===== src/rtl/shift_rows_engine.sv =====
// shift_rows_engine: registered AES/Rijndael ShiftRows (forward or inverse)
// with a valid/ready handshake on both sides and a delivered-block counter.
//
// Build option: define SHIFT_ROWS_SKID_EN to add a skid register behind the
// output register. inReady then comes from a flop and no longer depends on
// outReady combinationally. Without it, the engine holds a single state.
//
// State layout is column-major: byte s[r][c] lives at bits [W-1-8*(r+4c) -: 8].
module shift_rows_engine #(
    parameter int  NB = 4,
    localparam int W  = 32 * NB
) (
    input  logic         clk,
    input  logic         reset,
    input  logic [W-1:0] prevState,
    input  logic         invMode,
    input  logic         inValid,
    output logic         inReady,
    output logic [W-1:0] nextState,
    output logic         outValid,
    input  logic         outReady,
    output logic [15:0]  blkCount
);

    // Only the Rijndael block sizes 128/192/256 have defined row offsets.
    generate
        if (NB != 4 && NB != 6 && NB != 8) begin : g_bad_nb
            $fatal(1, "shift_rows_engine: NB must be 4, 6 or 8");
        end
    endgenerate

    // Row offsets: 0,1,2,3 for 128/192-bit blocks; 256-bit blocks use 0,1,3,4.
    function automatic int row_shift(input int r);
        int sh;
        case (r)
            0:       sh = 0;
            1:       sh = 1;
            2:       sh = (NB == 8) ? 3 : 2;
            default: sh = (NB == 8) ? 4 : 3;
        endcase
        return sh;
    endfunction

    // Pure byte permutation; every index is a loop constant after unrolling,
    // so this is wiring plus a 2:1 mux per byte for the direction select.
    function automatic logic [W-1:0] shift_rows(input logic [W-1:0] s, input logic inv);
        logic [W-1:0] res;
        int           src_fwd;
        int           src_inv;
        res = '0;
        for (int r = 0; r < 4; r++) begin
            for (int c = 0; c < NB; c++) begin
                src_fwd = (c + row_shift(r)) % NB;
                src_inv = (c + NB - row_shift(r)) % NB;
                if (inv) begin
                    res[W-1-8*(r+4*c) -: 8] = s[W-1-8*(r+4*src_inv) -: 8];
                end else begin
                    res[W-1-8*(r+4*c) -: 8] = s[W-1-8*(r+4*src_fwd) -: 8];
                end
            end
        end
        return res;
    endfunction

    logic [W-1:0] shifted;
    logic         in_xfer;
    logic         out_xfer;

    logic         out_valid_q, out_valid_d;
    logic [W-1:0] out_data_q,  out_data_d;
    logic [15:0]  blk_cnt_q,   blk_cnt_d;

`ifdef SHIFT_ROWS_SKID_EN
    logic         skid_full_q, skid_full_d;
    logic [W-1:0] skid_data_q, skid_data_d;
    logic         in_ready_q,  in_ready_d;

    // Registered ready: low whenever the skid slot is (or is about to be) occupied.
    assign inReady = in_ready_q;
`else
    logic         rdy_q, rdy_d;

    // rdy_q keeps inReady low during reset; otherwise accept whenever the
    // single output slot is empty or being drained this edge.
    assign inReady = rdy_q && (!out_valid_q || outReady);
`endif

    assign in_xfer   = inValid && inReady;
    assign out_xfer  = out_valid_q && outReady;
    assign outValid  = out_valid_q;
    assign nextState = out_data_q;
    assign blkCount  = blk_cnt_q;

    // Compute the permuted input state for whichever slot captures it.
    always_comb begin
        shifted = shift_rows(prevState, invMode);
    end

    // Next-state for the output slot, the optional skid slot and the counter.
    always_comb begin
        out_valid_d = out_valid_q;
        out_data_d  = out_data_q;
        blk_cnt_d   = blk_cnt_q + {15'd0, out_xfer};
`ifdef SHIFT_ROWS_SKID_EN
        skid_full_d = skid_full_q;
        skid_data_d = skid_data_q;
        if (!out_valid_q || outReady) begin
            // Output slot is free after this edge: refill from skid first to
            // keep acceptance order, otherwise from the input.
            if (skid_full_q) begin
                out_valid_d = 1'b1;
                out_data_d  = skid_data_q;
                skid_full_d = 1'b0;
            end else if (in_xfer) begin
                out_valid_d = 1'b1;
                out_data_d  = shifted;
            end else begin
                out_valid_d = 1'b0;
            end
        end else if (in_xfer) begin
            // Output is stalled: park the newly accepted state in the skid slot.
            skid_full_d = 1'b1;
            skid_data_d = shifted;
        end
        in_ready_d = !skid_full_d;
`else
        rdy_d = 1'b1;
        if (in_xfer) begin
            out_valid_d = 1'b1;
            out_data_d  = shifted;
        end else if (out_xfer) begin
            out_valid_d = 1'b0;
        end
`endif
    end

    // State registers; reset clears data too so nextState reads zero in reset.
    always_ff @(posedge clk or posedge reset) begin
        if (reset) begin
            out_valid_q <= 1'b0;
            out_data_q  <= '0;
            blk_cnt_q   <= '0;
`ifdef SHIFT_ROWS_SKID_EN
            skid_full_q <= 1'b0;
            skid_data_q <= '0;
            in_ready_q  <= 1'b0;
`else
            rdy_q       <= 1'b0;
`endif
        end else begin
            out_valid_q <= out_valid_d;
            out_data_q  <= out_data_d;
            blk_cnt_q   <= blk_cnt_d;
`ifdef SHIFT_ROWS_SKID_EN
            skid_full_q <= skid_full_d;
            skid_data_q <= skid_data_d;
            in_ready_q  <= in_ready_d;
`else
            rdy_q       <= rdy_d;
`endif
        end
    end

endmodule


===== config.mk =====
export PLATFORM = sky130hd
export DESIGN_NAME = shift_rows_engine
export DESIGN_NICKNAME = d
export VERILOG_FILES = /design/src/rtl/shift_rows_engine.sv
export SDC_FILE = /design/constraint.sdc
export NUM_CORES = 1
export LEC_CHECK = 0
export BUFFER_PORTS_ARGS = -buffer_cell sky130_fd_sc_hd__buf_2
export CAP_MARGIN = 20
export CORE_MARGIN = 3
export CORE_UTILIZATION = 45
export CTS_CLUSTER_SIZE = 24
export DETAILED_ROUTE_END_ITERATION = 8
export PLACE_DENSITY = 0.77
export SETUP_SLACK_MARGIN = 0.05
export SLEW_MARGIN = 25
export SYNTH_ARGS = -nofsm -noshare
export SYNTH_HDL_FRONTEND = slang
export SYNTH_SLANG_ARGS = --single-unit

===== constraint.sdc =====
create_clock -name clk -period 5.5 [get_ports clk]
set_input_delay 0.55 -clock clk [delete_from_list [all_inputs] [get_ports clk]]
set_output_delay 0.55 -clock clk [all_outputs]
set_load 0.03 [all_outputs]

Word level (Yosys, flattened, before mapping)
Cells that the tools add are included.
{ "totals": {"wordCells": 21, "register_bits": 146, "in_bits": 133} }
{ "op_classes": {"addsub": 1, "reduce_logical": 6, "n_mux": 10} }
{ "op_table": {"columns": ["op", "n"], "rows": [
  ["$mux 8", 8],
  ["$add 16x1->16", 1],
  ["$logic_and 1x1->1", 3],
  ["$mux 1", 2],
  ["$reduce_bool 2->1", 1],
  ["$logic_not 1->1", 1],
  ["$logic_or 1x1->1", 1]
]} }

Depth between registers and ports, before layout
{ "logic_depth": {"word_depth": 5, "ltp_mapped": 6, "mapped_depth_nobuf": 6} }

Worst setup path before layout
OpenSTA, ideal clock, no wires.
{ "synth_timing": {"path_kind": "register to register", "from": "reg out_valid_q, in the netlist outValid", "to": "reg blk_cnt_q[12], in the netlist blkCount[12]", "setup_ns": 0.081, "period_less_slack_ns": 1.718, "t_arrival_ns": 1.637, "path_stages_with_launch": 7, "n_path_buf": 0, "t_required_ns": 5.419, "slack_ns": 3.782, "cell_sequence": "dfrtp_1 and2_1 ha_1 ha_1 nand2_1 nor4_1 xor2_1"} }
{ "synth_via": {"elab_chain_len": 2} }
{ "synth_rtl": {"columns": ["item", "line_no", "rtl"], "rows": [
  ["start: declaration", "69", "logic out_valid_q, out_valid_d;"],
  ["start signal: assignment", "151", "out_valid_q <= out_valid_d;"],
  ["$logic_and 1x1->1", "89", "assign out_xfer = out_valid_q && outReady;"],
  ["$add 16x1->16", "103", "blk_cnt_d = blk_cnt_q + {15'd0, out_xfer};"],
  ["net blk_cnt_d[12]", "71", "logic [15:0] blk_cnt_q, blk_cnt_d;"],
  ["end signal: assignment", "153", "blk_cnt_q <= blk_cnt_d;"],
  ["end: declaration", "71", null]
]} }
The timed path passes the listed nets, and every way through them passes these cells.
A chain may end at the register's enable or synchronous reset.

Worst setup path after layout
{ "layout_timing": {"from": "reg out_valid_q, in the netlist outValid", "to": "reg out_data_q[124], in the netlist nextState[124]"} }
{ "layout_via": {"elab_chain_len": 4} }
{ "layout_rtl": {"columns": ["item", "line_no", "rtl"], "rows": [
  ["$logic_not 1->1", "85", "assign inReady = rdy_q && (!out_valid_q || outReady);"],
  ["$logic_or 1x1->1", "85", null],
  ["$logic_and 1x1->1", "85", null],
  ["$logic_and 1x1->1", "88", "assign in_xfer = inValid && inReady;"],
  ["end signal: assignment", "152", "out_data_q <= out_data_d;"],
  ["end: declaration", "70", "logic [W-1:0] out_data_q, out_data_d;"]
]} }
Every way passes these cells.

==> metrics.csv <==
metric,value,unit
outcome,"complete, no violations",
TritonCTS clock tree,built,
diode count,0,
CP Data Required Time,5.79,ns
Post-Synth Simple-Gate Area,2.96,%
first-pass GRT wire length,24.7,mm
Final HPWL DP,11.1,mm
sequential share of the synthesized area,57.7,%
Die Y,125,um
"Cell Area, Synth",6330,um2
CP endpoint kind,flop,
Post-Synth XOR/XNOR Area,1.94,%
"Slew Viols, Final",0,
total gr overflow,0,
Layout area overhead,33.8,%
GR peak layer,met2,
Final Power,3680,uW
Crit Path Class,reg2reg,
CTS Buffer Depth,2,
Routed WL,15.1,mm
DRC,0,
"flops & latches, synth",146,
RePlAce Congestion,0.858,
Fin Hold WS,0.301,ns
vias per cell,5.04,
Seq pwr share,38.1,%
GR Layer Usage met1,21.3,%
final core occ,62.7,%
DR WL/cell,17.2,um
async set-reset flop share out of synthesis,100,%
"Avg Cell Area, Syn",15.4,um2
initial core utilization,46.9,%
clock net sink count,146,
initial antenna violation count,0,
Post-Synthesis Cells,412,
CP arrival,2.83,ns
post-CTS setup repair buffer count,0,
setup TNS,0,ns
Die X-Extent,125,um
number of I/O pins,279,
Synth cell types,19,
Sw Share,32.6,%
1st-iter DRT viols,110,
final setup vio count,0,
pin count of the biggest net entering global routing,96,
met2 usage,35.2,%
crit path time final,2.55,ns
Gate power share,27.8,%
cts bufs inserted,17,
Antenna Nets Post-Route,0,
Initial DRT Pass Iterations,4,
"EDFF count, synth",0,
clock power share,34.1,%
net switching power,1200,uW
clock root cell,clkbuf_16,
H-tree Lvls,4,
met3 usage in global routing,7.38,%
Relative slew margins,33.9,%
RSZ-0062 raised after global routing,no,
Port-buffer cells,278,
Hold WC Path Type,in2async,
main combinational cell family by area after synthesis,multiplexers,
CP Max Fanout,72,
Final period util,46.3,%
Tot GR Track Use,19.7,%
die area,15500,um2
Startpoint Class,flop,
Internal Power,2480,uW
Synth Net Count,548,
Nets,826,
CTS Hold Buffers Added,0,
clk_lat worst skew,0.41,ns
post-cts sizing count,0,
Site Rows,42,
YS warnings,0,
Main synth FF type,dfrtp_1,
VDD IR max,259,uV
dpl ws,2.56,ns
vias in the first global route,4829,
ratio of cells with drive above 1 in the final layout,72.2,%
fraction of the mapped netlist area in adder cells,0.593,%
core box area,13500,um2
Max Clock Freq,393,MHz
Vias,4424,
Compound-Gate Fraction of Synth Area,0,%
post-route setup slack,2.95,ns
mux share of post-synthesis cell area,34.1,%
Least-Margin Pin Slew,0.991,ns
Max Cap Viol,0,
final hold viol count,0,
LEAKAGE,0.00416,uW
clock transition at the registers of the reported paths,0.06,ns
pwr/cell area,435,nW/um2
Fin Clk Skew,0.00663,ns
-- per-layer routing --
layer / up-vias / wire (um) / part of all wire, %
li1: 2030 / - / -
met1: 2170 / 5500 / 36
met2: 197 / 7950 / 53
met3: 27 / 1380 / 9.1
met4: 0 / 300 / 2.0
met5: - / 0 / 0
-- state kept, by name, indices dropped and copies added (netlist names) --
name,flops
blkCount,16
nextState,128
outValid,1
rdy_q,1
-- synth_stat cells (2+ instances only) --
library cell  number  area share (%)
nor2_1             4            0.24
nor4_1             5            0.49
ha_1               3            0.59
xnor2_1            2            0.28
buf_2              3            0.24
mux2_2           192              34
dfrtp_1          146              58
nand4_1            4            0.40
nand3_1            9            0.71
xor2_1            12             1.7
buf_4             18             2.1
nor3_1             2            0.16
and2_1             2            0.20
nand2_1            5            0.30
-- stage by stage --
stage	instances	cell area (um2)
floorplan	412	6330
global placement	847	7820
detailed placement	847	7820
CTS	878	8470
global route	878	8470
finish	878	8470
-- worst paths after layout --
path / end / cells past startpoint / start / slack (ns)
hold reg to reg: blkCount[15]$_DFF_PP0_ / 1 / blkCount[15]$_DFF_PP0_ / 0.47
max in group asynchronous: nextState[48]$_DFFE_PP0P_ / 3 / reset / 3.96
min in group clk: nextState[41]$_DFFE_PP0P_ / 2 / prevState[105] / 0.37
setup reg to reg: nextState[124]$_DFFE_PP0P_ / 4 / outValid$_DFFE_PP0P_ / 2.95
hold / removal: nextState[74]$_DFFE_PP0P_ / 2 / reset / 0.30
setup / recovery: nextState[124]$_DFFE_PP0P_ / 4 / outValid$_DFFE_PP0P_ / 2.95
-- logic make-up after synthesis --
group	after synthesis
muxes	192
DFF	146
and+or+nand+nor	33
buffers and inverters	23
xor gates and xnor gates	14
adders and majority gates	3
other	1
-- layout make-up --
class	count	area, um2
Sequential cell	146	3650
Fill cell	1038	5030
Multi-Input combinational cell	243	2530
Tap cell	176	220
Clock inverter	10	180
Timing Repair Buffer	281	1410
Inverter	1	8.76
Clock buffer	21	470
-- power by group through the flow --
| stage | clock, uW | combinational (uW) | sequential (uW) |
|---|---|---|---|
| after floorplan | 0 | 290 | 1820 |
| after global placement | 0 | 1010 | 1410 |
| after detailed placement | 0 | 1030 | 1420 |
| after CTS | 1280 | 1040 | 1410 |
| after global routing | 1340 | 1080 | 1430 |
| final | 1260 | 1020 | 1400 |
-- cells in the final DEF (no fill, tap or decap), drive strengths merged --
cell	count
dfrtp	146
clkbuf	21
clkinv	3
ha	3
xnor2	2
nand3	9
conb	1
and2	2
bufinv	5
buf	281
inv	1
xor2	12
nand4	5
nor3	2
nand2b	1
nand2	5
mux2	192
clkinvlp	2
nor2	4
nor4	5
-- worst max-delay path, stage by stage (launching register included) --
cell,delay [ns]
dfrtp_1,0.37
nand2b_2,0.10
nand3_4,0.68
buf_4,0.73
mux2_2,0.42
(Power assumes the default switching activity.)
